`config.mk`:
```
export PLATFORM = sky130hd
export DESIGN_NAME = time_counter
export DESIGN_NICKNAME = d
export VERILOG_FILES = /design/src/rtl/time_counter.sv
export SDC_FILE = /design/constraint.sdc
export NUM_CORES = 1
export LEC_CHECK = 0
export CAP_MARGIN = 20
export CORE_MARGIN = 10
export CORE_UTILIZATION = 54
export DETAILED_ROUTE_END_ITERATION = 8
export GPL_TIMING_DRIVEN = 0
export HOLD_SLACK_MARGIN = 0.08
export PLACE_DENSITY_LB_ADDON = 0.05
export SYNTH_ARGS = -nofsm -noshare
export SYNTH_HDL_FRONTEND = slang
export SYNTH_SLANG_ARGS = --single-unit
```
`constraint.sdc`:
```
create_clock -name clk -period 3.15 [get_ports clk]
set_input_delay 0.945 -clock clk [delete_from_list [all_inputs] [get_ports clk]]
set_output_delay 0.945 -clock clk [all_outputs]
set_load 0.05 [all_outputs]
```
`src/rtl/time_counter.sv`:
```
// ---------------------------------------------------------------------------
// time_counter -- 24-hour time-of-day counter with a CLK_FREQ prescaler.
//
// A prescaler divides clk down to a once-per-second tick.  Each tick advances
// sec/min/hour with carries (23:59:59 -> 00:00:00 in one tick).  A load
// request overwrites hour/min, clears sec and restarts the second.  Out-of-
// range load values are stored as 0.
//
// Optional feature macro: HOURLY_CHIME_EN
//   defined   -> chime pulses with sec_tick on a counted xx:59:59 -> yy:00:00
//   undefined -> chime is tied to 0 and no chime logic exists
//
// Parameters:
//   CLK_FREQ       clk cycles per second (>= 2)
// Ports:
//   clk            system clock, rising edge
//   rst            asynchronous reset, active-low
//   time_count_en  1 = time runs, 0 = frozen (prescaler held at 0)
//   load_en        overwrite hour/min on this edge (wins over a tick)
//   load_hour      hour to load (values > 23 load as 0)
//   load_min       minute to load (values > 59 load as 0)
//   hour/min/sec   registered current time
//   sec_tick       one-cycle pulse, coincident with the updated sec
//   chime          one-cycle pulse on a counted hour rollover (see macro)
// ---------------------------------------------------------------------------
module time_counter #(
  parameter int CLK_FREQ = 50000000
) (
  input  logic       clk,
  input  logic       rst,
  input  logic       time_count_en,
  input  logic       load_en,
  input  logic [4:0] load_hour,
  input  logic [5:0] load_min,
  output logic [4:0] hour,
  output logic [5:0] min,
  output logic [5:0] sec,
  output logic       sec_tick,
  output logic       chime
);

  localparam int              PW        = $clog2(CLK_FREQ);
  localparam logic [PW-1:0]   PRESC_MAX = PW'(CLK_FREQ - 1);

  logic [PW-1:0] presc;
  logic          tick;
  logic          sec_wrap;
  logic          min_wrap;

  function automatic logic [4:0] clamp_hour(input logic [4:0] h);
    return (h > 5'd23) ? 5'd0 : h;
  endfunction

  function automatic logic [5:0] clamp_min(input logic [5:0] m);
    return (m > 6'd59) ? 6'd0 : m;
  endfunction

  assign tick     = time_count_en && (presc == PRESC_MAX);
  assign sec_wrap = (sec == 6'd59);
  assign min_wrap = (min == 6'd59);

  always_ff @(posedge clk or negedge rst) begin
    if (!rst) begin
      presc    <= '0;
      hour     <= 5'd0;
      min      <= 6'd0;
      sec      <= 6'd0;
      sec_tick <= 1'b0;
    end else begin
      sec_tick <= 1'b0;
      if (load_en) begin
        // A load restarts the second; any coincident tick is dropped.
        presc <= '0;
        hour  <= clamp_hour(load_hour);
        min   <= clamp_min(load_min);
        sec   <= 6'd0;
      end else if (!time_count_en) begin
        presc <= '0;
      end else if (tick) begin
        presc    <= '0;
        sec_tick <= 1'b1;
        if (sec_wrap) begin
          sec <= 6'd0;
          if (min_wrap) begin
            min  <= 6'd0;
            hour <= (hour == 5'd23) ? 5'd0 : hour + 5'd1;
          end else begin
            min <= min + 6'd1;
          end
        end else begin
          sec <= sec + 6'd1;
        end
      end else begin
        presc <= presc + 1'b1;
      end
    end
  end

`ifdef HOURLY_CHIME_EN
  // Counted hour rollover only: loads never chime.
  always_ff @(posedge clk or negedge rst) begin
    if (!rst) begin
      chime <= 1'b0;
    end else begin
      chime <= !load_en && tick && sec_wrap && min_wrap;
    end
  end
`else
  assign chime = 1'b0;
`endif

endmodule

```
# Yosys cells after proc, flatten, opt, wreduce, memory -nomap -nowiden

Cells that the tools add are included.
W data, S select, Z words.

Add/sub/neg operators: 4
Order comparisons: 2
Equal/unequal tests: 4
Multiplexer cells: 23
Reductions and logical operators: 8

Operators with widths:

| kind                    | number |
|---|---|
| $mux W26                | 3 |
| $mux W6                 | 10 |
| $mux W5                 | 7 |
| $add A26 B1 Y26 const B | 1 |
| $eq A26 B26 Y1 const B  | 1 |
| $add A6 B1 Y6 const B   | 2 |
| $eq A6 B6 Y1 const B    | 2 |
| $reduce_bool A2 Y1      | 4 |
| $gt A6 B6 Y1 const B    | 1 |
| $add A5 B1 Y5 const B   | 1 |
| $eq A5 B5 Y1 const B    | 1 |
| $gt A5 B5 Y1 const B    | 1 |
| $reduce_and A4 Y1       | 1 |
| $mux W1                 | 3 |
| $reduce_and A3 Y1       | 1 |
| $reduce_and A2 Y1       | 1 |
| $logic_and A1 B1 Y1     | 1 |

Register bits: 44
Word-level logic and storage cells: 46

# Longest topological paths before layout

Depth in word-level cells: 7
Mapped depth: 7

# Least setup slack after synthesis

Ideal clock, no wire load.

Path kind: input -> register
From: input time_count_en
To: register hour[4]
Library setup time: 0.124 ns
Arrival time: 2.245 ns
Required time: 3.026 ns
Slack: 0.781 ns
Cell stages on the path: 5
Buffers on the path: 0
Cells stage by stage: nand4b_1 > nor4_4 > nand3_1 > o21a_1 > o31a_1

Word-level cells in the longest chain between the ends: 3
Elaborated cells between the ends (all ways): 4

Ends and longest elaborated chain:

| element                                | line | RTL |
|---|---|---|
| start: declaration                     | 31   | `input logic time_count_en,` |
| $logic_and A1 B1 Y1                    | 58   | `assign tick = time_count_en && (presc == PRESC_MAX);` |
| $reduce_bool A2 Y1 (no source line)    | --   |  |
| $reduce_and A4 Y1 (no source line) (*) | --   |  |
| end signal: assignment                 | 74   | `hour <= clamp_hour(load_hour);` |
| end signal: assignment                 | 86   | `hour <= (hour == 5'd23) ? 5'd0 : hour + 5'd1;` |
| end: declaration                       | 35   | `output logic [4:0] hour,` |

Mark *: on every way between the ends. The rest lies on a longest branch, timed or not.
A chain may end at the register's enable or synchronous reset.

# Final worst setup path

From: input time_count_en
To: register presc[12]

Word-level cells in the longest chain between the ends: 4

Ends and longest elaborated chain:

| element                | line | RTL |
|---|---|---|
| $logic_and A1 B1 Y1    | 58   |  |
| $mux W26               | 79   | `end else if (tick) begin` |
| $mux W26 (*)           | 77   | `end else if (!time_count_en) begin` |
| $mux W26 (*)           | 71   | `if (load_en) begin` |
| end signal: assignment | 94   | `presc <= presc + 1'b1;` |
| end: declaration       | 45   | `logic [PW-1:0] presc;` |

Marked as above.

==> results.json <==
{
  "slew_viol_final": 0,
  "htreeDepth": 2,
  "crit_arrival_ns": 2.99,
  "synth_enable_flop_cells": 0,
  "fin_tns_setup_ns": 0,
  "vdd.ir_drop.worst_mv": 0.345,
  "critPathKind": "in2reg",
  "hold_path_class": "reg2reg",
  "fin_crit_ns": 2.80,
  "drc": 0,
  "worstPathCellList": "clkdlybuf4s50_1 -> nand4b_1 -> nor4_4 -> nand3_4 -> nand3_1 -> buf_2 -> nor2_1",
  "rsz0062_at_grt": "false",
  "netlist-cell-type-count": 49,
  "post_cts_buffers": 0,
  "diodes": 0,
  "status": "finished clean",
  "start_util": 0.557,
  "wl_per_cell_um": 15.5,
  "async_flop_share": 1.00,
  "ys_seq_area_frac": 0.454,
  "drv_cap": 0,
  "hold_buffers": 0,
  "overflow": 0,
  "finalClockSkew_ns": 0.0115,
  "worst_pin_slew_ns": 0.777,
  "netlist_area_mm2": 0.00243,
  "synth_ff_type": "dfrtp_1",
  "syn_area_per_cell_um2": 9.12,
  "setup_viol": 0,
  "end_kind": "flip-flop",
  "cts-root-buf": "clkbuf_8",
  "grt_pass1_wl_um": 9690,
  "fmax_mhz": 357,
  "gp_congestion": 0.862,
  "yosysWarnings": 0,
  "die-area_mm2": 0.00757,
  "cts_resized": 0,
  "cpPeakStageDelay_ns": 0.51,
  "syn_nets": 286,
  "die_x_um": 87.0,
  "avgViaCountPerCell": 5.85,
  "max_slew_margin": 0.477,
  "fillers": 357,
  "place_hpwl_um": 4090,
  "r2r_setup_slack_ns": 0.72,
  "track_usage": 0.155,
  "dr.pass1.iters": 4,
  "cts_tree": "yes",
  "drtIter0Drc": 128,
  "synth_seq_cells": 44,
  "cts.sinks": 44,
  "startpoint_type": "primary input",
  "grt_pass1_vias": 2057,
  "grt_max_degree": 25,
  "finalNetCount": 326,
  "cellLeakagePower_nw": 1.16,
  "finalCritPeriodShare": 0.890,
  "fp.dieH_um": 87.0,
  "hold_viol_final": 0,
  "clk_latency_ns": 0.30,
  "cts-buffers-inserted": 5,
  "area.growth.synth_to_final_pct": 21.7,
  "antenna_found_initial": 0,
  "num_io_pins": 34,
  "slowest_stage": "clkdlybuf4s50_1",
  "core_area_mm2": 0.00435,
  "portBuffers": 32,
  "wirelength_um": 5550,
  "powerDensity_mw_per_mm2": 425,
  "clk_pin_slew_ns": 0.08,
  "drive_gt1_frac": 0.0586,
  "worstPathMaxFanout": 10,
  "holdWs_ns": 0.501,
  "rows": 24,
  "clk_path_buf_depth": 2,
  "synth_cells": 266,
  "critPathRequiredTime_ns": 3.33,
  "via_count": 2099,
  "ant_nets": 0
}
[Yosys cell counts (all sizes together) (2+ instances only)]
library cell / count / area share
a21oi: 17 / 0.035
inv: 6 / 0.0093
nor2: 39 / 0.060
nand3: 24 / 0.055
and4: 2 / 0.0072
ha: 5 / 0.026
nand3b: 2 / 0.0062
and3: 2 / 0.0052
or3: 7 / 0.018
clkbuf: 4 / 0.0062
and2: 2 / 0.0052
nor3: 5 / 0.010
o21ai: 16 / 0.033
buf: 3 / 0.0072
dfrtp: 44 / 0.45
xor2: 12 / 0.043
a41o: 2 / 0.0083
mux2i: 3 / 0.012
nand2: 22 / 0.034
xnor2: 8 / 0.029
nand4b: 2 / 0.0072
nand4: 6 / 0.015
nor4: 6 / 0.022
nor4bb: 2 / 0.0083
or4: 4 / 0.012
[cells in the final DEF, fill, tap and decap left out, types with 2 or more instances in the layout]
cell,count
a41o_1,2
and3_1,2
nor4_1,5
clkdlybuf4s50_1,31
and4_1,2
nor2_1,39
xnor2_1,8
inv_1,6
nand2_1,22
xor2_1,12
nand3b_1,2
or3_1,7
nand4_1,6
and2_1,2
mux2i_1,3
nor4bb_1,2
clkbuf_1,4
clkbuf_8,7
buf_2,3
o21ai_0,16
dfrtp_1,44
or4_1,4
ha_1,5
nand4b_1,2
nor3_1,5
nand3_1,23
a21oi_1,17
[cells by family (layout without fill, tap and decap cells)]
family                   after synthesis  after routing  share of synthesized area
AND/OR/NAND/NOR                      131            131                      0.288
XOR/XNOR                              20             20                     0.0722
AO/OA/AOI/OAI                         47             47                      0.118
buffers and inverters                 14             55                     0.0242
other                                  1              1                    0.00155
flip-flops                            44             44                      0.454
multiplexers                           4              4                     0.0170
adder cells (fa/ha/maj)                5              5                     0.0258
[registers in the layout, summed over array words and instances, names as in the netlist]
signal / flops
hour: 5
min: 6
sec: 6
sec_tick: 1
presc: 26
[per-layer routing]
layer	track usage	routed length, um
met1	0.195	2570
met5	0	0
met4	0.0530	71
met3	0.0459	347
met2	0.246	2560
[worst max-delay path: cells and delay by family]
kind | cells | cell delay [ns]
buffers and inverters | 2 | 0.80
and+or+nand+nor | 5 | 1.24
[final timing paths]
check / endpoint / start / cells after the start
setup / recovery: presc[12] / time_count_en / 7
hold / removal: presc[0] / presc[0] / 1
setup reg to reg: presc[12] / presc[16] / 6
hold reg to reg: presc[0] / presc[0] / 1
max in group asynchronous: presc[20] / rst / 2
min in group asynchronous: sec[0] / rst / 1
[power by group]
group	total (W)	switching (W)	internal, W	leakage (nW)
logic	0.000178	0.000110	0.0000683	0.493
registers	0.000600	0.0000205	0.000580	0.598
clock network	0.000475	0.000195	0.000280	0.0645
[final cells by class]
type / instances / area [um^2] / share of cell area
Multi-Input combinational cell: 208 / 1270 / 0.429
Sequential cell: 44 / 1100 / 0.373
Timing Repair Buffer: 33 / 335 / 0.114
Clock buffer: 7 / 96.3 / 0.0326
Tap cell: 52 / 65.1 / 0.0220
Buffer: 7 / 32.5 / 0.0110
Clock inverter: 1 / 30.0 / 0.0102
Inverter: 7 / 26.3 / 0.00890
[per-stage QoR]
step | std cells | worst slack, ns | instance area [um^2] | utilization | power (W)
after floorplan | 266 | 0.781 | 2430 | - | 0.000711
after global placement | 350 | -0.0725 | 2810 | 0.646 | 0.000788
after detailed placement | 351 | 0.0193 | 2830 | 0.649 | 0.000791
after CTS | 359 | 0.330 | 2950 | 0.678 | 0.00127
after global routing | 359 | 0.118 | 2950 | 0.678 | 0.00130
final | 359 | 0.347 | 2950 | 0.678 | 0.00125
Power figures use the tool's default switching activity.
